File: config.mk
export PLATFORM = sky130hd
export DESIGN_NAME = serial_adder_ctrl
export DESIGN_NICKNAME = d
export VERILOG_FILES = /design/src/rtl/serial_adder_ctrl_pkg.sv /design/src/rtl/full_adder.sv /design/src/rtl/serial_adder_ctrl.sv
export SDC_FILE = /design/constraint.sdc
export NUM_CORES = 1
export LEC_CHECK = 0
export BUFFER_PORTS_ARGS = -buffer_cell sky130_fd_sc_hd__buf_2
export CORE_ASPECT_RATIO = 1.75
export CORE_MARGIN = 3
export CORE_UTILIZATION = 40
export CTS_CLUSTER_DIAMETER = 150
export DETAILED_ROUTE_END_ITERATION = 12
export PLACE_DENSITY = 0.58
export SLEW_MARGIN = 20
export SYNTH_ARGS = -nofsm -noshare
export SYNTH_HDL_FRONTEND = slang
export SYNTH_SLANG_ARGS = --single-unit
File: constraint.sdc
create_clock -name i_clk -period 1.95 [get_ports i_clk]
set_clock_uncertainty 0.15 [all_clocks]
set_input_delay 0.195 -clock i_clk [delete_from_list [all_inputs] [get_ports i_clk]]
set_output_delay 0.195 -clock i_clk [all_outputs]
set_load 0.05 [all_outputs]
File: src/rtl/serial_adder_ctrl_pkg.sv
// Shared definitions for the bit-serial add/subtract sequencer.
// Holds the FSM state width and the state encoding.
package serial_adder_ctrl_pkg;

   localparam int unsigned STATE_W = 2;

   typedef enum logic [STATE_W-1:0] {
      ST_IDLE  = 2'b00,
      ST_SHIFT = 2'b01,
      ST_HOLD  = 2'b10
   } state_t;

endpackage

File: src/rtl/full_adder.sv
// Single-bit full adder cell, shared by serial arithmetic blocks.
module full_adder (
   input  logic i_A,
   input  logic i_B,
   input  logic i_C,
   output logic o_sum,
   output logic o_carry
);

   assign o_sum   = i_A ^ i_B ^ i_C;
   assign o_carry = (i_A & i_B) | (i_A & i_C) | (i_B & i_C);

endmodule

File: src/rtl/serial_adder_ctrl.sv
// Bit-serial add/subtract sequencer: one full_adder reused for every bit, LSB first,
// with a start/busy input handshake and a valid/ready output handshake.
module serial_adder_ctrl
   import serial_adder_ctrl_pkg::*;
#(
   parameter int unsigned WIDTH = 8
) (
   input  logic             i_clk,
   input  logic             i_rst,
   input  logic             i_start,
   input  logic [WIDTH-1:0] i_A,
   input  logic [WIDTH-1:0] i_B,
   input  logic             i_sub,
   output logic             o_busy,
   output logic             o_valid,
   input  logic             i_ready,
   output logic [WIDTH-1:0] o_result,
   output logic             o_carry,
   output logic             o_overflow
);

   localparam int unsigned CNT_W = $clog2(WIDTH) + 1;

   state_t           state_q, state_d;
   logic [WIDTH-1:0] a_sh_q, a_sh_d;
   logic [WIDTH-1:0] b_sh_q, b_sh_d;
   // Only WIDTH-1 sum bits are buffered; the MSB comes straight from the adder on completion.
   logic [WIDTH-2:0] acc_q, acc_d;
   logic             c_q, c_d;
   logic [CNT_W-1:0] cnt_q, cnt_d;
   logic [WIDTH-1:0] result_q, result_d;
   logic             carry_q, carry_d;
   logic             ovf_q, ovf_d;

   logic fa_sum, fa_carry;
   logic last_bit;

   full_adder u_full_adder (
      .i_A     (a_sh_q[0]),
      .i_B     (b_sh_q[0]),
      .i_C     (c_q),
      .o_sum   (fa_sum),
      .o_carry (fa_carry)
   );

   assign last_bit = (cnt_q == CNT_W'(WIDTH - 1));

   always_comb begin
      state_d  = state_q;
      a_sh_d   = a_sh_q;
      b_sh_d   = b_sh_q;
      acc_d    = acc_q;
      c_d      = c_q;
      cnt_d    = cnt_q;
      result_d = result_q;
      carry_d  = carry_q;
      ovf_d    = ovf_q;

      case (state_q)
         ST_IDLE: begin
            if (i_start) begin
               // Subtract as A + ~B + 1: invert B here, inject the +1 as the initial carry.
               a_sh_d  = i_A;
               b_sh_d  = i_B ^ {WIDTH{i_sub}};
               c_d     = i_sub;
               cnt_d   = '0;
               state_d = ST_SHIFT;
            end
         end
         ST_SHIFT: begin
            a_sh_d            = a_sh_q >> 1;
            b_sh_d            = b_sh_q >> 1;
            acc_d             = acc_q >> 1;
            acc_d[WIDTH-2]    = fa_sum;
            c_d               = fa_carry;
            cnt_d             = cnt_q + CNT_W'(1);
            if (last_bit) begin
               result_d = {fa_sum, acc_q};
               carry_d  = fa_carry;
               ovf_d    = c_q ^ fa_carry;
               state_d  = ST_HOLD;
            end
         end
         ST_HOLD: begin
            if (i_ready) state_d = ST_IDLE;
         end
         default: state_d = ST_IDLE;
      endcase
   end

   always_ff @(posedge i_clk or posedge i_rst) begin
      if (i_rst) begin
         state_q  <= ST_IDLE;
         a_sh_q   <= '0;
         b_sh_q   <= '0;
         acc_q    <= '0;
         c_q      <= 1'b0;
         cnt_q    <= '0;
         result_q <= '0;
         carry_q  <= 1'b0;
         ovf_q    <= 1'b0;
      end else begin
         state_q  <= state_d;
         a_sh_q   <= a_sh_d;
         b_sh_q   <= b_sh_d;
         acc_q    <= acc_d;
         c_q      <= c_d;
         cnt_q    <= cnt_d;
         result_q <= result_d;
         carry_q  <= carry_d;
         ovf_q    <= ovf_d;
      end
   end

   assign o_busy     = (state_q == ST_SHIFT) || (state_q == ST_HOLD);
   assign o_valid    = (state_q == ST_HOLD);
   assign o_result   = result_q;
   assign o_carry    = carry_q;
   assign o_overflow = ovf_q;

endmodule

# Yosys cells after proc, flatten, opt, wreduce, memory -nomap -nowiden
# Cells that the tools add are included.
[word_totals]
output_inout_bits = 12
wordCells = 43
ff_bits = 40
input_bits = 21
[classes]
addsub = 1
n_bitwise = 9
reduce_logical = 6
n_eq_ne = 6
mux = 12
[ops]
columns = ["op", "count"]
rows = [
  ["$pmux W8 S2", 2],
  ["$mux W8", 2],
  ["$pmux W4 S2", 1],
  ["$xor A8 B8 Y8", 1],
  ["$mux W2", 3],
  ["$pmux W2 S3", 1],
  ["$add A4 B1 Y4 const B", 1],
  ["$eq A4 B3 Y1 const B", 1],
  ["$mux W4", 1],
  ["$ne A2 B2 Y1 const B", 2],
  ["$reduce_and A2 Y1", 2],
  ["$and A1 B1 Y1", 3],
  ["$reduce_and A3 Y1", 1],
  ["$xor A1 B1 Y1", 3],
  ["$eq A2 B1 Y1 const B", 1],
  ["$eq A2 B2 Y1 const B", 1],
  ["$logic_not A2 Y1", 1],
  ["$ne A2 B1 Y1 const B", 1],
  ["$or A1 B1 Y1", 2],
  ["$pmux W1 S2", 1],
  ["$reduce_bool A2 Y1", 1],
  ["$logic_or A1 B1 Y1", 1],
  ["$mux W1", 1],
]

# Depth between registers and ports, before layout
# Gate-level depths: netlist of the first run.
[logic_depth]
word_depth = 4
ltp_mapped = 8
ltp_nobuf = 5

# Hierarchy
# From an unflattened synthesis of the first run, not the netlist that was laid out.
[unflattened]
cells_unflattened = 158
area_unflattened_um2 = 1874.3
[by_module_without_submodules]
columns = ["module", "cells_each", "seq_area_each_um2", "area_per_inst_um2", "instances"]
rows = [
  ["serial_adder_ctrl", 157, 1001.0, 1854.3, 1],
  ["full_adder", 1, 0.0, 20.0, 1],
]

# Least setup slack after synthesis of the first run
# Ideal clock, no wire load.
[synth_timing]
path_kind = "flip-flop to flip-flop"
start = "register state_q[0]"
end = "register state_q[0]"
path_stages_with_launch = 6
period_less_slack_ps = 1843
path_buffers = 0
setup_slack_ps = 107
arrival_time_ps = 1568
required_ps = 1675
setup_time_ps = 125
cell_sequence = "dfrtp_1 inv_1 ha_1 nor2b_1 a211oi_1 mux2_2"
[synth_between]
elab_chain_len = 3
elab_cells_between_ends = 8
cone_classes = "eq/ne (5); mux (1); reduce/logical (2)"
[synth_lines]
columns = ["item", "line_no", "rtl"]
rows = [
  ["from (decl)", "serial_adder_ctrl.sv:24", "state_t state_q, state_d;"],
  ["from (signal assigned)", "serial_adder_ctrl.sv:103", "state_q <= state_d;"],
  ["$eq A2 B2 Y1 *", "-", ""],
  ["via o_valid", "serial_adder_ctrl.sv:15", "output logic o_valid,"],
  ["$ne A2 B1 Y1 (no source line)", "-", ""],
  ["$reduce_and A3 Y1 (no source line)", "-", ""],
]
# Mark *: on every way through the listed nets, which the timed path passes. The rest lies on a longest branch.
# A chain may end at the register's enable or synchronous reset.

# Worst setup path after layout of the first run
[layout_timing]
start = "register state_q[1]"
end = "register cnt_q[3]"
[layout_between]
elab_chain_len = 3
elab_cells_between_ends = 6
cone_classes = "eq/ne (2); mux (1); reduce/logical (3)"
[layout_lines]
columns = ["item", "line_no", "rtl"]
rows = [
  ["$eq A2 B1 Y1 or $logic_not A2 Y1 (tied branches)", "serial_adder_ctrl.sv:59", "case (state_q)"],
  ["$reduce_bool A2 Y1 (no source line) or $ne A2 B2 Y1 (tied branches)", "-", ""],
  ["$reduce_and A2 Y1 (no source line)", "-", ""],
  ["to (signal assigned)", "serial_adder_ctrl.sv:108", "cnt_q <= cnt_d;"],
  ["to (decl)", "serial_adder_ctrl.sv:30", "logic [CNT_W-1:0] cnt_q, cnt_d;"],
]
# Parallel ways exist; a longest one is shown, timed or not.

==> reports/results.tsv, run 1 <==
metric	value	unit
status	finished clean	
residual DRC count	0	
vias in the first global route	1325	
Lkg Pwr	0.00109	µW
R2R depth	5	
DR pass1 iterations	4	
Global Route Usage Sum	14.1	%
critical path, cell by cell	inv_1 > ha_1 > mux2i_2 > or4b_1 > nand3_1	
most common cell after layout, fill and taps aside	dfrtp_1	
Highest Clock Rate	563	MHz
RSZ-0062 raised after global routing	false	
Required @ worst endpoint	2.03	ns
Simple-Gate Fraction of Synth Area	9.38	%
final hold vios	0	
Worst Hold Depth	3	
largest family of logic cells by synthesized area	multiplexers	
Seq/Total Area, Yosys	53.6	%
remaining antenna violation count	0	
Final HPWL DP	2420	µm
largest net degree at the start of global routing	41	
Pwr Density	1720	nW/µm²
worst-path fanout max	6	
CTS root buf	clkbuf_8	
Synth Warn #	0	
Ant. Diodes	0	
Routed Wire Length	3340	µm
Final min period	1.78	ns
worst IR drop on VDD	0.927	mV
Port Buf Inserts	32	
Clock Pin Slew Worst Setup and Hold Paths	0.08	ns
CP top delay family	simple AND/OR/NAND/NOR gates	
syn avg cell area	11.8	µm²
FF-to-FF End	cnt_q[3]$_DFFE_PP0P_	
Synth Area in XOR/XNOR	4.22	%
Detailed Route Iter0 Violations	31	
die width	57.6	µm
Area growth, synth to finish	19.1	%
CTS Sinks	40	
CP endpoint kind	flop	
post-route setup TNS	0	ns
mux share of post-synthesis cell area	18.8	%
detailed-route via count	1237	
most frequent cells in the layout	dfrtp_1 (40), buf_2 (32), nand2_1 (22), o21ai_0 (18), mux2_2 (17)	
worst setup path category	reg -> reg	
share of layout cells above drive strength 1	32.1	%
fin crit share	91.0	%
Slew Viols, Final	0	
initial antenna violation count	0	
hold path start	i_A[7]	
placed instance count	235	
Boundary Pins	33	
Worst-Margin Slew	0.505	ns
#FFs+latches synth	40	
total gr overflow	0	
hold path endpoint	a_sh_q[7]$_DFFE_PP0P_	
Crit path largest cell delay	0.51	ns
Netlist Area Pre-Place	1870	µm²
final setup violation count	0	
clk_lat worst skew	0.28	ns
die area	5550	µm²
r2r setup slk	0.17	ns
core area	4440	µm²
initial core utilization	42.0	%
Nets	218	
complex-gate fraction of the synthesized area	6.70	%
Die Y	96.4	µm
Syn Inst Count	158	
Tightest Hold Check Type	in -> reg	
Slew headroom	66.4	%
Critical path buffers and inverters	1	
Startpoint Class	flop	
max_cap viols	0	
first-pass GRT wire length	6090	µm
CTS buffer count	5	
Synth cell types	24	
Worst EP arrival	1.85	ns
Adder-Cell Fraction of Synth Area	3.75	%
routed vias/inst	5.07	
Routed wire per std cell	13.7	µm
Fin Hold WS	0.0188	ns
fill count	406	
CTS tree	built	
CTS Buffer Depth	2	
Layout Cells excl Fill	244	
Mapped Nets	184	
Row Count	32	
CP max-delay cell	or4b_1	
Critical R2R Launch	state_q[1]$_DFFE_PP0P_	
logic depth of the worst path, buffers included	5	
CTS H-Tree Depth	2	
GPL Wtd Cong	0.721	
==> through the flow <==
stage | utilization [%] | setup slack [ns] | area, µm² | power (µW)
after floorplan | - | 0.107 | 1870 | 2770
after global placement | 46.9 | 0.295 | 2080 | 3060
after detailed placement | 46.9 | 0.191 | 2080 | 3150
after CTS | 49.9 | 0.156 | 2220 | 3890
after global routing | 50.0 | 0.0545 | 2220 | 4160
final | 50.0 | 0.175 | 2220 | 3830
==> cells by family (layout without fill, tap and decap cells) <==
logic type	Yosys count	after routing
buffers and inverters	13	48
flip-flops	40	40
multiplexers	33	33
XOR/XNOR	9	9
adder cells (fa/ha/maj)	5	5
AND/OR/NAND/NOR	36	36
AO/OA/AOI/OAI	22	22
==> registers in the layout, summed over array words and instances, names as in the netlist <==
signal      cells
a_sh_q          8
b_sh_q          8
o_result        8
acc_q           7
cnt_q           4
state_q         2
c_q             1
o_carry         1
o_overflow      1
==> area by class of cell <==
cell class | count | area, µm² | area share (%)
repair buffers | 37 | 216 | 9.74
inverters | 3 | 11.3 | 0.506
clock buffers | 7 | 96.3 | 4.33
multi-input cells | 105 | 805 | 36.2
well taps | 51 | 63.8 | 2.87
clock inverters | 1 | 30.0 | 1.35
flip-flops and latches | 40 | 1000 | 45.0
==> how the worst max path moves through the flow <==
| stage | start | endpoint | slack, ns |
|---|---|---|---|
| 6_report | state_q[1]$_DFFE_PP0P_ | cnt_q[3]$_DFFE_PP0P_ | 0.17 |
| 3_3_place_gp | state_q[1]$_DFFE_PP0P_ | cnt_q[3]$_DFFE_PP0P_ | 0.30 |
| 5_1_grt | state_q[1]$_DFFE_PP0P_ | cnt_q[3]$_DFFE_PP0P_ | 0.05 |
| 3_5_place_dp | state_q[0]$_DFFE_PP0P_ | b_sh_q[3]$_DFFE_PP0P_ | 0.19 |
| 4_1_cts | state_q[1]$_DFFE_PP0P_ | b_sh_q[3]$_DFFE_PP0P_ | 0.16 |
| 2_1_floorplan | state_q[0]$_DFFE_PP0P_ | state_q[0]$_DFFE_PP0P_ | 0.11 |
==> worst reg2reg max path, cell delays in order, from the launching register on <==
cell     delay, ns
dfrtp_1       0.41
inv_1         0.09
ha_1          0.32
mux2i_2       0.14
or4b_1        0.51
nand3_1       0.09
==> report_power, final <==
group	internal (µW)	switching, µW
sequential	1210	225
combinational	698	970
clock	452	281
==> cell usage after synthesis, drive strengths merged <==
library cell  count  area (µm²)
a32o              1        10.0
nor2b             2        12.5
buf               9        50.0
mux2i            16         160
mux2             17         191
or4b              1        10.0
nand4b            2        17.5
nand3             4        20.0
nand3b            2        15.0
nand2            22        82.6
fa                1        20.0
xnor2             2        17.5
ha                4        50.1
inv               3        11.3
o21ai            18        90.1
a211oi            1        7.51
nand2b            2        12.5
nor3              1        5.00
o32a              1        10.0
clkbuf            1        3.75
dfrtp            40        1000
xor2              7        61.3
o31ai             1        7.51
==> timing repair <==
item | in CTS | in global routing
hold endpoints to repair | 40 | 0
hold buffers | 1 | 0
buffers inserted | 0 | 0
setup endpoints to repair | 0 | 1
gates resized for setup | 0 | 1
==> layer usage <==
layer | part of all wire, % | wire length, µm | track usage (%) | vias to the layer above
met5 | 0 | 0 | 0 | -
met4 | 1.4 | 46 | 5.22 | 0
met3 | 4.7 | 156 | 3.06 | 4
met2 | 52 | 1740 | 24.0 | 25
met1 | 42 | 1390 | 17.2 | 597
li1 | - | - | - | 611
Note: power is estimated with default switching activity, not from simulation.
==> run 2: changes to the inputs <==
--- a/config.mk
+++ b/config.mk
@@ -5,6 +5,7 @@
 export SDC_FILE = /design/constraint.sdc
 export NUM_CORES = 1
 export LEC_CHECK = 0
+export ABC_AREA = 1
 export BUFFER_PORTS_ARGS = -buffer_cell sky130_fd_sc_hd__buf_2
 export CORE_ASPECT_RATIO = 1.75
 export CORE_MARGIN = 3
==> reports/results.tsv, run 2 <==
metric	value	unit
share of layout cells above drive strength 1	17.3	%
CTS Buffer Depth	2	
Synth async-reset ratio	100	%
DR pass1 iterations	4	
post-route setup slack	0.249	ns
detailed-route via count	1595	
FF-to-FF End	o_result[7]$_DFFE_PP0P_	
Crit path largest cell delay	0.41	ns
area share of the largest cell type after synthesis	51.0	%
GPL Wtd Cong	0.765	
Lkg Pwr	0.00123	µW
final setup violation count	0	
syn avg cell area	8.02	µm²
Final min period	1.70	ns
Syn Inst Count	245	
remaining antenna violation count	0	
Synth cell types	17	
Port Buf Inserts	32	
sw power	1570	µW
Detailed Route Iter0 Violations	35	
first-pass GRT wire length	6840	µm
Synth Flop Type	dfrtp_1	
Worst EP arrival	1.78	ns
Worst-Margin Slew	0.507	ns
core area	4710	µm²
worst setup path category	reg -> reg	
Slew Viols, Final	0	
Slew headroom	66.2	%
Routed wire per std cell	11.5	µm
status	finished clean	
Final HPWL DP	2740	µm
dpl ws	0.248	ns
Seq/Total Area, Yosys	51.0	%
total gr overflow	0	
final hold vios	0	
vias in the first global route	1583	
sequential power share	38.0	%
area leader, netlist	dfrtp_1	
residual DRC count	0	
Net Sw Frac	44.2	%
Global Route Usage Sum	14.9	%
RSZ-0062 raised after global routing	false	
Netlist Area Pre-Place	1960	µm²
placed instance count	325	
die width	59.0	µm
worst-path fanout max	19	
most common cell after layout, fill and taps aside	nand2_1	
Synth Warn #	0	
critical path, cell by cell	inv_1 > ha_1 > buf_4 > nand4_4 > inv_1 > nand2_1 > nand2_1	
CTS H-Tree Depth	2	
r2r setup slk	0.25	ns
die area	5820	µm²
count leader, synth	nand2_1	
Pwr Density	1560	nW/µm²
Required @ worst endpoint	2.03	ns
Critical R2R Launch	state_q[1]$_DFFE_PP0P_	
CP endpoint kind	flop	
Critical path buffers and inverters	3	
Worst Hold Depth	3	
Startpoint Class	flop	
CTS Sinks	40	
Layout Cells excl Fill	336	
clk_lat worst skew	0.29	ns
logic depth of the worst path, buffers included	7	
Boundary Pins	33	
Tightest Hold Check Type	in -> reg	
top post-synthesis cells by count	nand2_1 (104), dfrtp_1 (40), o21ai_0 (33)	
Clock Pin Slew Worst Setup and Hold Paths	0.08	ns
most frequent cells in the layout	nand2_1 (104), dfrtp_1 (40), o21ai_0 (33), buf_2 (32), inv_1 (25)	
max_cap viols	0	
Ant. Diodes	0	
internal power	1980	µW
worst IR drop on VDD	0.893	mV
Row Count	33	
R2R depth	7	
Routed Wire Length	3850	µm
Mapped Nets	271	
Nets	309	
Die Y	98.7	µm
CP max-delay cell	dfrtp_1	
Highest Clock Rate	588	MHz
Area growth, synth to finish	15.9	%
fin crit share	87.2	%
Area contributors post-synth	dfrtp_1 (51%), nand2_1 (20%), o21ai_0 (8.4%)	
number of flops mapped to enable cells by yosys	0	
post-layout util	48.4	%
initial antenna violation count	0	
CTS buffer count	5	
CP top delay family	buffers and inverters	
initial core utilization	41.7	%
post-route setup TNS	0	ns
largest net degree at the start of global routing	41	
clock share of power	16.6	%
CTS root buf	clkbuf_8	
hold path endpoint	b_sh_q[7]$_DFFE_PP0P_	
routed vias/inst	4.75	
#FFs+latches synth	40	
Setup Buffers After CTS	0	
CTS tree	built	
hold path start	i_B[7]	
combinational group share of total power	45.4	%
## run 2: changes by cell type in the layout (fill, tap and decap cells not counted), moves of 7 or more
cell,delta
nand2_1,+82
mux2i_1,-15
nor2_1,+10
inv_1,+22
xor2_1,-7
mux2_2,-17
o21ai_0,+15
## run 2: metal layers
metal / up-vias / global-route usage, % / share of wire [%]
met3: 6 / 2.88 / 3.6
met5: - / 0 / 0
met2: 28 / 26.9 / 52
met1: 733 / 16.9 / 43
met4: 0 / 4.71 / 1.4
li1: 828 / - / -
## run 2: timing repair
item	in CTS	in global routing
endpoints found under the setup margin	0	0
hold endpoints to repair	42	0
hold buffers	3	0
resized for setup	0	0
## run 2: layout make-up
cell class,count,area [µm²]
clock buffers,6,82.6
inverters,25,93.8
multi-input cells,169,778
flip-flops and latches,40,1000
well taps,52,65.1
fillers,516,2430
repair buffers,42,243
clock inverters,2,13.8
## run 2: per-stage QoR
stage | total power (µW) | hold slack (ns) | instance area [µm²]
2_1_floorplan | 2660 | 0.186 | 1960
3_3_place_gp | 2960 | 0.201 | 2150
4_1_cts | 3610 | 0.0466 | 2280
5_1_grt | 3890 | 0.0527 | 2280
3_5_place_dp | 3000 | 0.206 | 2150
6_report | 3550 | 0.0504 | 2280
## run 2: kinds of logic (layout without fill, tap and decap cells)
| logic type | after synthesis | in the layout | synth area share [%] |
|---|---|---|---|
| AND/OR/NAND/NOR | 122 | 122 | 24.7 |
| AO/OA/AOI/OAI | 40 | 40 | 10.4 |
| flip-flops | 40 | 40 | 51.0 |
| buffers and inverters | 36 | 75 | 9.43 |
| adder cells (fa/ha/maj) | 5 | 5 | 3.57 |
| XOR/XNOR | 2 | 2 | 0.892 |
## run 2: power groups by stage
| stage | clock network [µW] | registers [µW] | logic, µW |
|---|---|---|---|
| detailed placement | 0 | 1370 | 1630 |
| finish | 589 | 1350 | 1610 |
| CTS | 614 | 1350 | 1640 |
| global placement | 0 | 1360 | 1610 |
| global route | 643 | 1390 | 1850 |
| floorplan | 0 | 1570 | 1100 |
## run 2: how the worst max path moves through the flow
stage	slack, ns	start	endpoint
global placement	0.25	state_q[1]$_DFFE_PP0P_	state_q[1]$_DFFE_PP0P_
global route	0.09	state_q[1]$_DFFE_PP0P_	state_q[1]$_DFFE_PP0P_
detailed placement	0.25	state_q[1]$_DFFE_PP0P_	state_q[1]$_DFFE_PP0P_
CTS	0.21	state_q[1]$_DFFE_PP0P_	state_q[1]$_DFFE_PP0P_
floorplan	0.45	state_q[0]$_DFFE_PP0P_	state_q[0]$_DFFE_PP0P_
finish	0.25	state_q[1]$_DFFE_PP0P_	o_result[7]$_DFFE_PP0P_
## run 2: worst register-to-register path, stage by stage (launching register included)
cell and delay [ns]:
dfrtp_1 0.41, inv_1 0.09, ha_1 0.26, buf_4 0.19
nand4_4 0.23, inv_1 0.19, nand2_1 0.07, nand2_1 0.06
==> run 3: changes to the inputs <==
--- a/config.mk
+++ b/config.mk
@@ -12,8 +12,9 @@
 export CORE_UTILIZATION = 40
 export CTS_CLUSTER_DIAMETER = 150
 export DETAILED_ROUTE_END_ITERATION = 12
-export PLACE_DENSITY = 0.58
+export PLACE_DENSITY = 0.66
 export SLEW_MARGIN = 20
 export SYNTH_ARGS = -nofsm -noshare
 export SYNTH_HDL_FRONTEND = slang
 export SYNTH_SLANG_ARGS = --single-unit
+export TNS_END_PERCENT = 30
==> reports/results.tsv, run 3 (synthesis gave the netlist of run 2 again) <==
metric	value	unit
Required @ worst endpoint	2.04	ns
most common cell after layout, fill and taps aside	nand2_1	
GPL Wtd Cong	0.763	
Worst-Margin Slew	0.501	ns
initial antenna violation count	0	
CP endpoint kind	flop	
dpl ws	0.269	ns
CTS Buffer Depth	2	
CTS H-Tree Depth	2	
Row Count	33	
Crit path largest cell delay	0.40	ns
post-route setup slack	0.283	ns
Routed Wire Length	3750	µm
Lkg Pwr	0.00123	µW
detailed-route via count	1595	
Ant. Diodes	0	
Die Y	98.7	µm
Boundary Pins	33	
post-route setup TNS	0	ns
Fin Hold WS	0.00681	ns
clk_lat worst skew	0.29	ns
CTS tree	built	
RSZ-0062 raised after global routing	false	
Area growth, synth to finish	15.4	%
share of layout cells above drive strength 1	17.6	%
combinational group share of total power	46.5	%
CTS root buf	clkbuf_8	
Placed Area	2160	µm²
total gr overflow	0	
Highest Clock Rate	600	MHz
final setup violation count	0	
Final min period	1.67	ns
Net Sw Frac	44.8	%
DR pass1 iterations	4	
sw power	1580	µW
Critical path buffers and inverters	3	
routed vias/inst	4.75	
Final Power	3540	µW
CTS-repair resized insts	0	
Worst path most repeated cell	nand2_1	
Final HPWL DP	2750	µm
vias in the first global route	1596	
clock share of power	15.4	%
fin crit share	85.5	%
first-pass GRT wire length	6840	µm
Startpoint Class	flop	
Global Route Usage Sum	14.9	%
die width	59.0	µm
critical path, cell by cell	inv_1 > ha_1 > buf_4 > buf_4 > nand2_1 > o21ai_0 > nand2_1 > nand2_1	
internal power	1950	µW
CP top delay family	buffers and inverters	
M1 GR Usage	18.0	%
residual DRC count	0	
CP max-delay cell	dfrtp_1	
Routed wire per std cell	11.2	µm
Slew Viols, Final	0	
CTS buffer count	5	
worst IR drop on VDD	0.975	mV
met2 Use GR	25.4	%
Design Area, Final	2270	µm²
CTS Sinks	40	
Detailed Route Iter0 Violations	33	
status	finished clean	
Nets	309	
most frequent cells in the layout	nand2_1 (104), dfrtp_1 (40), o21ai_0 (33), buf_2 (32), inv_1 (25)	
final hold vios	0	
Tightest Hold Check Type	in -> reg	
core area	4710	µm²
die area	5820	µm²
Slew headroom	66.6	%
Worst EP arrival	1.75	ns
max_cap viols	0	
largest net degree at the start of global routing	41	
sequential power share	38.1	%
Port Buf Inserts	32	
Pwr Density	1560	nW/µm²
routing usage on met3	2.75	%
Clock Pin Slew Worst Setup and Hold Paths	0.08	ns
worst setup path category	reg -> reg	
worst-path fanout max	14	
remaining antenna violation count	0	
initial core utilization	41.7	%
GRT Max-Usage Layer	met2	
==> run 3: changes by cell type in the layout (fill, tap and decap cells not counted), sizes merged <==
| cell | change |
|---|---|
| clkbuf | -1 |
| buf | +1 |
| dlygate4sd3 | -1 |
| clkinv | +2 |
| inv | -1 |
==> run 3: area by class of cell <==
| class | count | area (µm²) |
|---|---|---|
| multi-input cells | 169 | 778 |
| repair buffers | 42 | 240 |
| clock buffers | 5 | 68.8 |
| clock inverters | 3 | 18.8 |
| fillers | 492 | 2440 |
| inverters | 25 | 93.8 |
| well taps | 52 | 65.1 |
| flip-flops and latches | 40 | 1000 |
==> run 3: metrics by stage <==
| step | util, % | instances |
|---|---|---|
| 6_report | 48.1 | 336 |
| 5_1_grt | 48.1 | 336 |
| 4_1_cts | 48.1 | 336 |
| 3_5_place_dp | 45.9 | 326 |
| 3_3_place_gp | 45.9 | 326 |
| 2_1_floorplan | - | 245 |
==> run 3: layer usage <==
layer  share of wire, %  up-vias  wire (µm)
met3                4.4        6        165
met5                  0        -          0
met2                 51       32       1910
met4                1.8        0         66
li1                   -      830          -
met1                 43      727       1610
==> run 3: worst reg2reg max path, cell delays in order, from the launching register on <==
cell and delay, ns:
dfrtp_1 0.40, inv_1 0.09, ha_1 0.28, buf_4 0.23
buf_4 0.20, nand2_1 0.06, o21ai_0 0.08, nand2_1 0.07
nand2_1 0.06
==> run 3: path summary, 6_finish.rpt <==
path / startpoint / endpoint / slack (ns) / depth (start not counted)
worst max-delay path: state_q[1]$_DFFE_PP0P_ / b_sh_q[0]$_DFFE_PP0P_ / 0.28 / 8
worst min-delay path: i_A[0] / a_sh_q[0]$_DFFE_PP0P_ / 0.007 / 3
min in group asynchronous: i_rst / state_q[0]$_DFFE_PP0P_ / 0.40 / 4
worst min register to register: o_result[0]$_DFFE_PP0P_ / o_result[0]$_DFFE_PP0P_ / 0.33 / 2
worst max register to register: state_q[1]$_DFFE_PP0P_ / b_sh_q[0]$_DFFE_PP0P_ / 0.28 / 8
max in group asynchronous: i_rst / b_sh_q[1]$_DFFE_PP0P_ / 0.90 / 4
==> run 3: power by group through the flow <==
| stage | clock, µW | combinational, µW | sequential (µW) |
|---|---|---|---|
| 3_3_place_gp | 0 | 1640 | 1350 |
| 6_report | 544 | 1650 | 1350 |
| 4_1_cts | 566 | 1680 | 1350 |
| 5_1_grt | 592 | 1880 | 1390 |
| 2_1_floorplan | 0 | 1100 | 1570 |
| 3_5_place_dp | 0 | 1670 | 1360 |
==> run 3: timing repair <==
item                      CTS  global route
hold buffers                2             0
hold endpoints to repair   41             0
buffers inserted            0             0
